--- src/rtl/hamming_reg_ctrl.sv ---
// Transfer controller for the Hamming-protected shift register.
// It accepts a parallel word, loads the register in PISO mode and streams the
// word out LSB-first. While streaming, any fault reported by the register
// turns the cycle into a correction stall. Two back-to-back faulty stalls
// mean the error was not correctable, so the transfer is aborted.
module hamming_reg_ctrl #(
  parameter int WIDTH = 4,
  parameter int CNT_W = 8
) (
  input  logic             clk,
  input  logic             rst,
  input  logic             in_valid,
  output logic             in_ready,
  input  logic [WIDTH-1:0] in_data,
  output logic             ser_valid,
  input  logic             ser_ready,
  output logic             ser_bit,
  output logic             ser_last,
  output logic             done,
  output logic             reg_enable,
  output logic             reg_load,
  output logic [1:0]       reg_mode,
  output logic [WIDTH-1:0] reg_parallel_in,
  input  logic             reg_serial_out,
  input  logic             reg_fault,
  input  logic             clr_err,
  output logic [CNT_W-1:0] err_count,
  output logic             uncorr
);

  localparam int BW = (WIDTH > 1) ? $clog2(WIDTH) : 1;
  localparam logic [BW-1:0] LAST_IDX = BW'(WIDTH - 1);

  typedef enum logic [1:0] {
    S_IDLE,
    S_LOAD,
    S_SHIFT
  } state_t;

  state_t           state_q, state_d;
  logic [BW-1:0]    bit_cnt_q, bit_cnt_d;
  logic [WIDTH-1:0] word_q;
  logic             fix_pending_q;
  logic             corr_cyc;
  logic             uncorr_cyc;
  logic             done_d;

  // Correction counter saturates instead of wrapping.
  function automatic logic [CNT_W-1:0] sat_inc(input logic [CNT_W-1:0] v);
    return (&v) ? v : v + CNT_W'(1);
  endfunction

  assign reg_mode        = 2'b10;
  assign reg_parallel_in = word_q;

  // Next-state, handshake and register-control decode.
  always_comb begin
    state_d    = state_q;
    bit_cnt_d  = bit_cnt_q;
    in_ready   = 1'b0;
    ser_valid  = 1'b0;
    ser_bit    = 1'b0;
    ser_last   = 1'b0;
    reg_enable = 1'b0;
    reg_load   = 1'b0;
    corr_cyc   = 1'b0;
    uncorr_cyc = 1'b0;
    done_d     = 1'b0;
    case (state_q)
      S_IDLE: begin
        in_ready = 1'b1;
        // The register is idle-stalled, so it self-corrects here as well.
        if (reg_fault) begin
          if (fix_pending_q) uncorr_cyc = 1'b1;
          else               corr_cyc   = 1'b1;
        end
        if (in_valid) state_d = S_LOAD;
      end
      S_LOAD: begin
        reg_enable = 1'b1;
        reg_load   = 1'b1;
        bit_cnt_d  = '0;
        state_d    = S_SHIFT;
      end
      S_SHIFT: begin
        if (reg_fault) begin
          // Stall so the register can fix itself; a repeat fault means it could not.
          if (fix_pending_q) begin
            uncorr_cyc = 1'b1;
            state_d    = S_IDLE;
          end else begin
            corr_cyc = 1'b1;
          end
        end else begin
          ser_valid  = 1'b1;
          ser_bit    = reg_serial_out;
          ser_last   = (bit_cnt_q == LAST_IDX);
          reg_enable = ser_ready;
          if (ser_ready) begin
            if (bit_cnt_q == LAST_IDX) begin
              state_d = S_IDLE;
              done_d  = 1'b1;
            end else begin
              bit_cnt_d = bit_cnt_q + BW'(1);
            end
          end
        end
      end
      default: state_d = S_IDLE;
    endcase
  end

  // State, bit counter, captured word and correction tracking.
  always_ff @(posedge clk or posedge rst) begin
    if (rst) begin
      state_q       <= S_IDLE;
      bit_cnt_q     <= '0;
      word_q        <= '0;
      fix_pending_q <= 1'b0;
      done          <= 1'b0;
    end else begin
      state_q       <= state_d;
      bit_cnt_q     <= bit_cnt_d;
      fix_pending_q <= corr_cyc;
      done          <= done_d;
      if (state_q == S_IDLE && in_valid) word_q <= in_data;
    end
  end

  // Error statistics; a clear request overrides any same-cycle update.
  always_ff @(posedge clk or posedge rst) begin
    if (rst) begin
      err_count <= '0;
      uncorr    <= 1'b0;
    end else if (clr_err) begin
      err_count <= '0;
      uncorr    <= 1'b0;
    end else begin
      if (corr_cyc)   err_count <= sat_inc(err_count);
      if (uncorr_cyc) uncorr    <= 1'b1;
    end
  end

endmodule

--- config.mk ---
export PLATFORM = sky130hd
export DESIGN_NAME = hamming_reg_ctrl
export DESIGN_NICKNAME = d
export VERILOG_FILES = /design/src/rtl/hamming_reg_ctrl.sv
export SDC_FILE = /design/constraint.sdc
export NUM_CORES = 1
export LEC_CHECK = 0
export CELL_PAD_IN_SITES_DETAIL_PLACEMENT = 2
export CELL_PAD_IN_SITES_GLOBAL_PLACEMENT = 2
export CORE_ASPECT_RATIO = 0.5
export CORE_MARGIN = 2
export CORE_UTILIZATION = 28
export CTS_BUF_LIST = sky130_fd_sc_hd__clkbuf_8
export DETAILED_ROUTE_END_ITERATION = 12
export HOLD_SLACK_MARGIN = 0.05
export PLACE_DENSITY = 0.88
export SYNTH_ARGS = -nofsm -noshare
export SYNTH_HDL_FRONTEND = slang
export SYNTH_SLANG_ARGS = --single-unit
--- constraint.sdc ---
create_clock -name clk -period 2.5 [get_ports clk]
set_input_delay 0.5 -clock clk [delete_from_list [all_inputs] [get_ports clk]]
set_output_delay 0.5 -clock clk [all_outputs]
set_load 0.1 [all_outputs]
==> results of run 1 <==
## through the flow
| step | cells | TNS [ns] | area [um^2] |
|---|---|---|---|
| after CTS | 181 | 0 | 1403 |
| final | 181 | 0 | 1403 |
| after global routing | 181 | 0 | 1403 |
| after detailed placement | 177 | 0 | 1356 |
| after floorplan | 98 | -0.003664 | 1007 |
| after global placement | 177 | 0 | 1356 |
## report_power, final
group | internal [mW] | switching (mW) | total [mW] | leakage, nW
logic | 0.305 | 0.813 | 1.12 | 0.361
registers | 0.384 | 0.0558 | 0.440 | 0.251
clock network | 0.111 | 0.107 | 0.218 | 0.0255
## path summary, 6_finish.rpt
kind	to
worst max-delay path	ser_bit
worst min-delay path	fix_pending_q$_DFF_PP0_
worst max register to register	err_count[5]$_DFFE_PP0P_
worst min register to register	fix_pending_q$_DFF_PP0_
max in group asynchronous	bit_cnt_q[0]$_DFFE_PP0P_
min in group asynchronous	err_count[2]$_DFFE_PP0P_
## layout make-up
| cell class | count | area share, % |
|---|---|---|
| Multi-Input combinational cell | 66 | 33.36 |
| Inverter | 9 | 2.409 |
| Tap cell | 51 | 4.549 |
| Sequential cell | 19 | 33.90 |
| Timing Repair Buffer | 32 | 22.48 |
| Clock buffer | 3 | 2.944 |
| Clock inverter | 1 | 0.3568 |
## cell usage after synthesis (all sizes together) (3+ instances only)
cell / number / area share, %
o31ai: 3 / 2.3
mux2: 6 / 6.8
o21ai: 5 / 2.5
dfrtp: 19 / 48
inv: 9 / 3.4
or3: 3 / 2.0
buf: 4 / 3.0
a21oi: 9 / 4.6
nand2: 6 / 2.3
nor2: 7 / 2.7
ha: 6 / 7.6
or4: 3 / 2.3
nor2b: 4 / 2.5
## logic make-up (layout without fill, tap and decap cells)
family          after synthesis  count (layout)
other cells                   2               2
buf+inv                      13              45
mux                           8               8
flops                        19              19
fa+ha+maj                     6               6
simple gates                 29              29
compound gates               20              20
xor+xnor                      1               1
## state kept, by name, indices dropped and copies added (netlist names)
| name | count |
|---|---|
| fix_pending_q | 1 |
| state_q | 2 |
| done | 1 |
| uncorr | 1 |
| bit_cnt_q | 2 |
| err_count | 8 |
| reg_parallel_in | 4 |
## per-layer routing
layer  vias to the layer above  GRT usage, %  part of all wire [%]
li1                        394             -                     -
met1                       402         17.20                    44
met2                        21         24.55                    50
met3                         4         4.891                   4.3
met4                         0         4.242                   1.1
met5                         -             0                     0
==> results.yml, run 1 <==
detailed_routing:
  via_per_inst: 4.536
  remaining_drc_errors: 0
  ant_nets: 0
  dr_total_vias: 821
  dr.pass1.iters: 3
  drtIter0Drc: 10
  routed_wl_mm: 2.574
  wl_per_cell_um: 14.22
finish:
  drive_above_1_share_pct: 27.69
  final_util_pct: 41.06
  areaGrowthSynthToFinish_pct: 41.72
  final_nets: 148
  seq_area_um2: 475.5
  multiInputGateArea_um2: 467.9
  fillCellCount: 379
  layout_commonest_cell: "dfrtp_1"
  antennaDiodeCount: 0
  final_cell_mix: "dfrtp_1, buf_4, clkdlybuf4s50_1"
clock_network:
  postCtsSetupRepairBufs: 0
  insertion_delay_ns: 0.26
  postCtsHoldBufs: 0
  cts_tree: "built"
  clkTransAtPathRegs_ns: 0.07
  cts-root-buf: "clkbuf_8"
  cts_made_buffers: 3
  cts_resized: 0
  cts_buffer_depth: 2
  htreeDepth: 1
  numClockSinks: 19
timing:
  maxSlewHeadroom_pct: 50.57
  worst_slack_ns: 0.3134
  slew_viol_final: 0
  rsz0062_at_grt: "false"
  finalSetupViolCount: 0
  hold_viol_final: 0
  finalClockSkew_ns: 0.001981
  post-route-min-period_ns: 2.187
  holdWs_ns: 0.4759
  post-route-period-util_pct: 87.46
  max_freq_ghz: 0.4573
  tightest_slew_ns: 0.7406
global_route:
  grt_pass1_wl_mm: 4.250
  grt_overflow: 0
  grt_pass1_vias: 868
  grt_max_degree: 20
  track_usage_pct: 14.21
  antenna_found_initial: 0
yosys:
  synth_simple_gate_area_share_pct: 15.30
  synth_cells: 98
  synth_ff_type: "dfrtp_1"
  ys.warnings.count: 0
  synth_fa_ha_area_share_pct: 7.585
  synth_top_family_by_area: "simple AND/OR/NAND/NOR gates"
  synth_cell_types: 24
  synthesis.area_um2: 989.7
  syn_nets: 115
  synth.mux.area_fraction_pct: 8.850
  yosys.area_share.xor_xnor_pct: 0.8850
  yosysSeqAreaShare_pct: 48.04
  synth-seq-cells: 19
  synth_compound_area_share_pct: 12.14
  avgSynthCellArea_um2: 10.10
  synthArstFlopShare_pct: 100.0
  synth-edff-count: 0
run:
  drv_cap: 0
critical_path:
  worst_ep_required_time_ns: 2.00
  startpoint_type: "primary input"
  slowest_delay_ns: 0.43
  crit_slowest_cell: "clkdlybuf4s50_1"
  crit_family: "buffers and inverters"
  reg2reg_depth: 6
  rrSetupSlack_ns: 0.37
  cp_max_fo: 4
  end_kind: "output port"
  crit_type: "primary input to output port"
  crit_chain: "clkdlybuf4s50_1, buf_4, nor2b_1, and2_1, buf_12"
  startpoint: "reg_fault"
  crit_cells: 5
  cp_num_buf_inv: 3
  r2r-start: "state_q[0]$_DFFE_PP0P_"
  cp.arrival_ns: 1.69
placement:
  port_buffers: 30
  pre_cts_ws_ns: 0.1187
  place.gp.congestion: 0.7137
  dpl.hpwl_mm: 2.021
die:
  die-height_um: 46.04
  rows: 15
  design.die.area_um2: 4055
  core_area_um2: 3416
  start_util_pct: 28.97
  io_pins: 33
  chipWidth_um: 88.08
pwr:
  max-vdd-ir-drop_mv: 0.2780
  p_leak_nw: 0.6382
  total_power_mw: 1.777
  power.density_nw_per_um2: 1267
hold_path:
  whs_path_depth: 1
  min_path_type: "register to register"
  hold_start: "fix_pending_q$_DFF_PP0_"
run_status:
  outcome: "completed"
(Power assumes the default switching activity.)
==> inputs of run 2 (changes only) <==
Settings changed: TNS_END_PERCENT set to 20.
==> run 2 against run 1 <==
Sequential power is 2% higher. Register-to-register slack worse by 0.07 ns. Clock-buffer cell count stayed put. Final cell count stayed put. First-iteration DRC count is 140% higher. Global-route usage is 1.1 points higher. Clock power hardly changed. Sequential cell count stayed put. Fmax is 0.43% lower. Wire length is 11% higher. Critical path type is now register to register. Largest cell class unchanged. Highest routed layer unchanged.
==> results.yml, run 2 (synthesized netlist as in run 1, its figures left out) <==
critical_path:
  startpoint: "state_q[0]$_DFFE_PP0P_"
  startpoint_type: "register"
  crit_type: "register to register"
  cp_max_fo: 11
  worst_ep_required_time_ns: 2.68
  rrSetupSlack_ns: 0.30
  r2r-start: "state_q[0]$_DFFE_PP0P_"
  cp.arrival_ns: 2.38
  timing.rr.end: "err_count[7]$_DFFE_PP0P_"
  end_kind: "register"
  reg2reg_depth: 6
clock_network:
  cts_resized: 0
  cts-root-buf: "clkbuf_8"
  clkTransAtPathRegs_ns: 0.07
  insertion_delay_ns: 0.26
  postCtsSetupRepairBufs: 0
  cts_buffer_depth: 2
  cts_tree: "built"
  postCtsHoldBufs: 0
  cts_made_buffers: 3
  numClockSinks: 19
  htreeDepth: 1
pwr:
  p_leak_nw: 0.6409
  max-vdd-ir-drop_mv: 0.3819
  power.density_nw_per_um2: 1283
hold_path:
  hold_start: "fix_pending_q$_DFF_PP0_"
  holdPathEnd: "fix_pending_q$_DFF_PP0_"
  whs_path_depth: 1
  min_path_type: "register to register"
detailed_routing:
  via_per_inst: 4.608
  wl_per_cell_um: 15.78
  routed_wl_mm: 2.856
  ant_nets: 0
  dr.pass1.iters: 3
  drtIter0Drc: 24
  dr_total_vias: 834
  remaining_drc_errors: 0
global_route:
  grt_max_degree: 20
  grt_overflow: 0
  grt_pass1_wl_mm: 4.471
  grt_pass1_vias: 920
  track_usage_pct: 15.28
  antenna_found_initial: 0
timing:
  finalClockSkew_ns: 0.003268
  slew_viol_final: 0
  finalSetupViolCount: 0
  maxSlewHeadroom_pct: 49.43
  tightest_slew_ns: 0.7577
  rsz0062_at_grt: "false"
  post-route-period-util_pct: 87.85
  max_freq_ghz: 0.4553
  worst_slack_ns: 0.3038
  post-route-min-period_ns: 2.196
  hold_viol_final: 0
finish:
  final_nets: 148
  largest_register: "err_count"
  final_cell_mix: "dfrtp_1, buf_4, inv_1, clkdlybuf4s50_1, a21oi_1"
  fin_cells: 181
  layout_commonest_cell: "dfrtp_1"
  antennaDiodeCount: 0
  fillCellCount: 379
  drive_above_1_share_pct: 26.15
  largest_register_ffs: 8
  areaGrowthSynthToFinish_pct: 41.34
die:
  io_pins: 33
  chipWidth_um: 88.08
  design.die.area_um2: 4055
  rows: 15
  die-height_um: 46.04
  start_util_pct: 28.97
  core_area_um2: 3416
placement:
  pre_cts_ws_ns: 0.05092
  dp.cells: 177
  port_buffers: 30
  place.gp.congestion: 0.7523
  dpl.hpwl_mm: 2.302
run_status:
  outcome: "completed"
run:
  drv_cap: 0
run 2: cell types whose count changed in the layout (fill, tap and decap cells not counted):
cell / previous run / this run
inv_1: 9 / 10
ha_1: 5 / 6
clkinv_2: 1 / 0
ha_2: 1 / 0
run 2: where the power goes:
group          switching [mW]  internal (mW)
Sequential             0.0644          0.384
Combinational           0.827          0.303
Clock                   0.107          0.109
Total                   0.998          0.797
run 2: critical path, cell delays in order (launching register included):
cell and delay, ns:
dfrtp_1 0.40, inv_1 0.12, ha_1 0.24, o21ai_0 0.19
a311o_1 0.49, or4_1 0.51, a21oi_1 0.17
run 2: area by class of cell:
type	count	area [um^2]	share of cell area, %
Tap cell	51	63.81	4.562
Inverter	9	33.78	2.415
Clock buffer	3	41.29	2.952
Sequential cell	19	475.5	33.99
Timing Repair Buffer	32	315.3	22.54
Multi-Input combinational cell	66	465.4	33.27
Clock inverter	1	3.754	0.2683
run 2: worst max path at each step:
stage / to
floorplan: err_count[5]$_DFFE_PP0P_
CTS: ser_bit
global placement: err_count[5]$_DFFE_PP0P_
global route: err_count[7]$_DFFE_PP0P_
finish: err_count[7]$_DFFE_PP0P_
detailed placement: err_count[7]$_DFFE_PP0P_
run 2: through the flow:
step	hold WS [ns]	instance area, um^2	total power, mW	setup TNS [ns]	utilization, %
3_5_place_dp	0.4988	1354	1.591	0	39.63
6_report	0.5133	1399	1.794	0	40.95
2_1_floorplan	0.4261	1005	1.312	-0.6795	-
4_1_cts	0.5125	1399	1.812	0	40.95
3_3_place_gp	0.4432	1354	1.541	0	39.63
5_1_grt	0.5170	1399	1.873	0	40.95
run 2: layer usage:
metal,vias up,global-route usage [%],part of all wire [%]
li1,395,-,-
met1,419,15.98,42
met2,16,31.06,54
met3,4,4.167,2.8
met4,0,3.939,0.60
met5,-,0,0
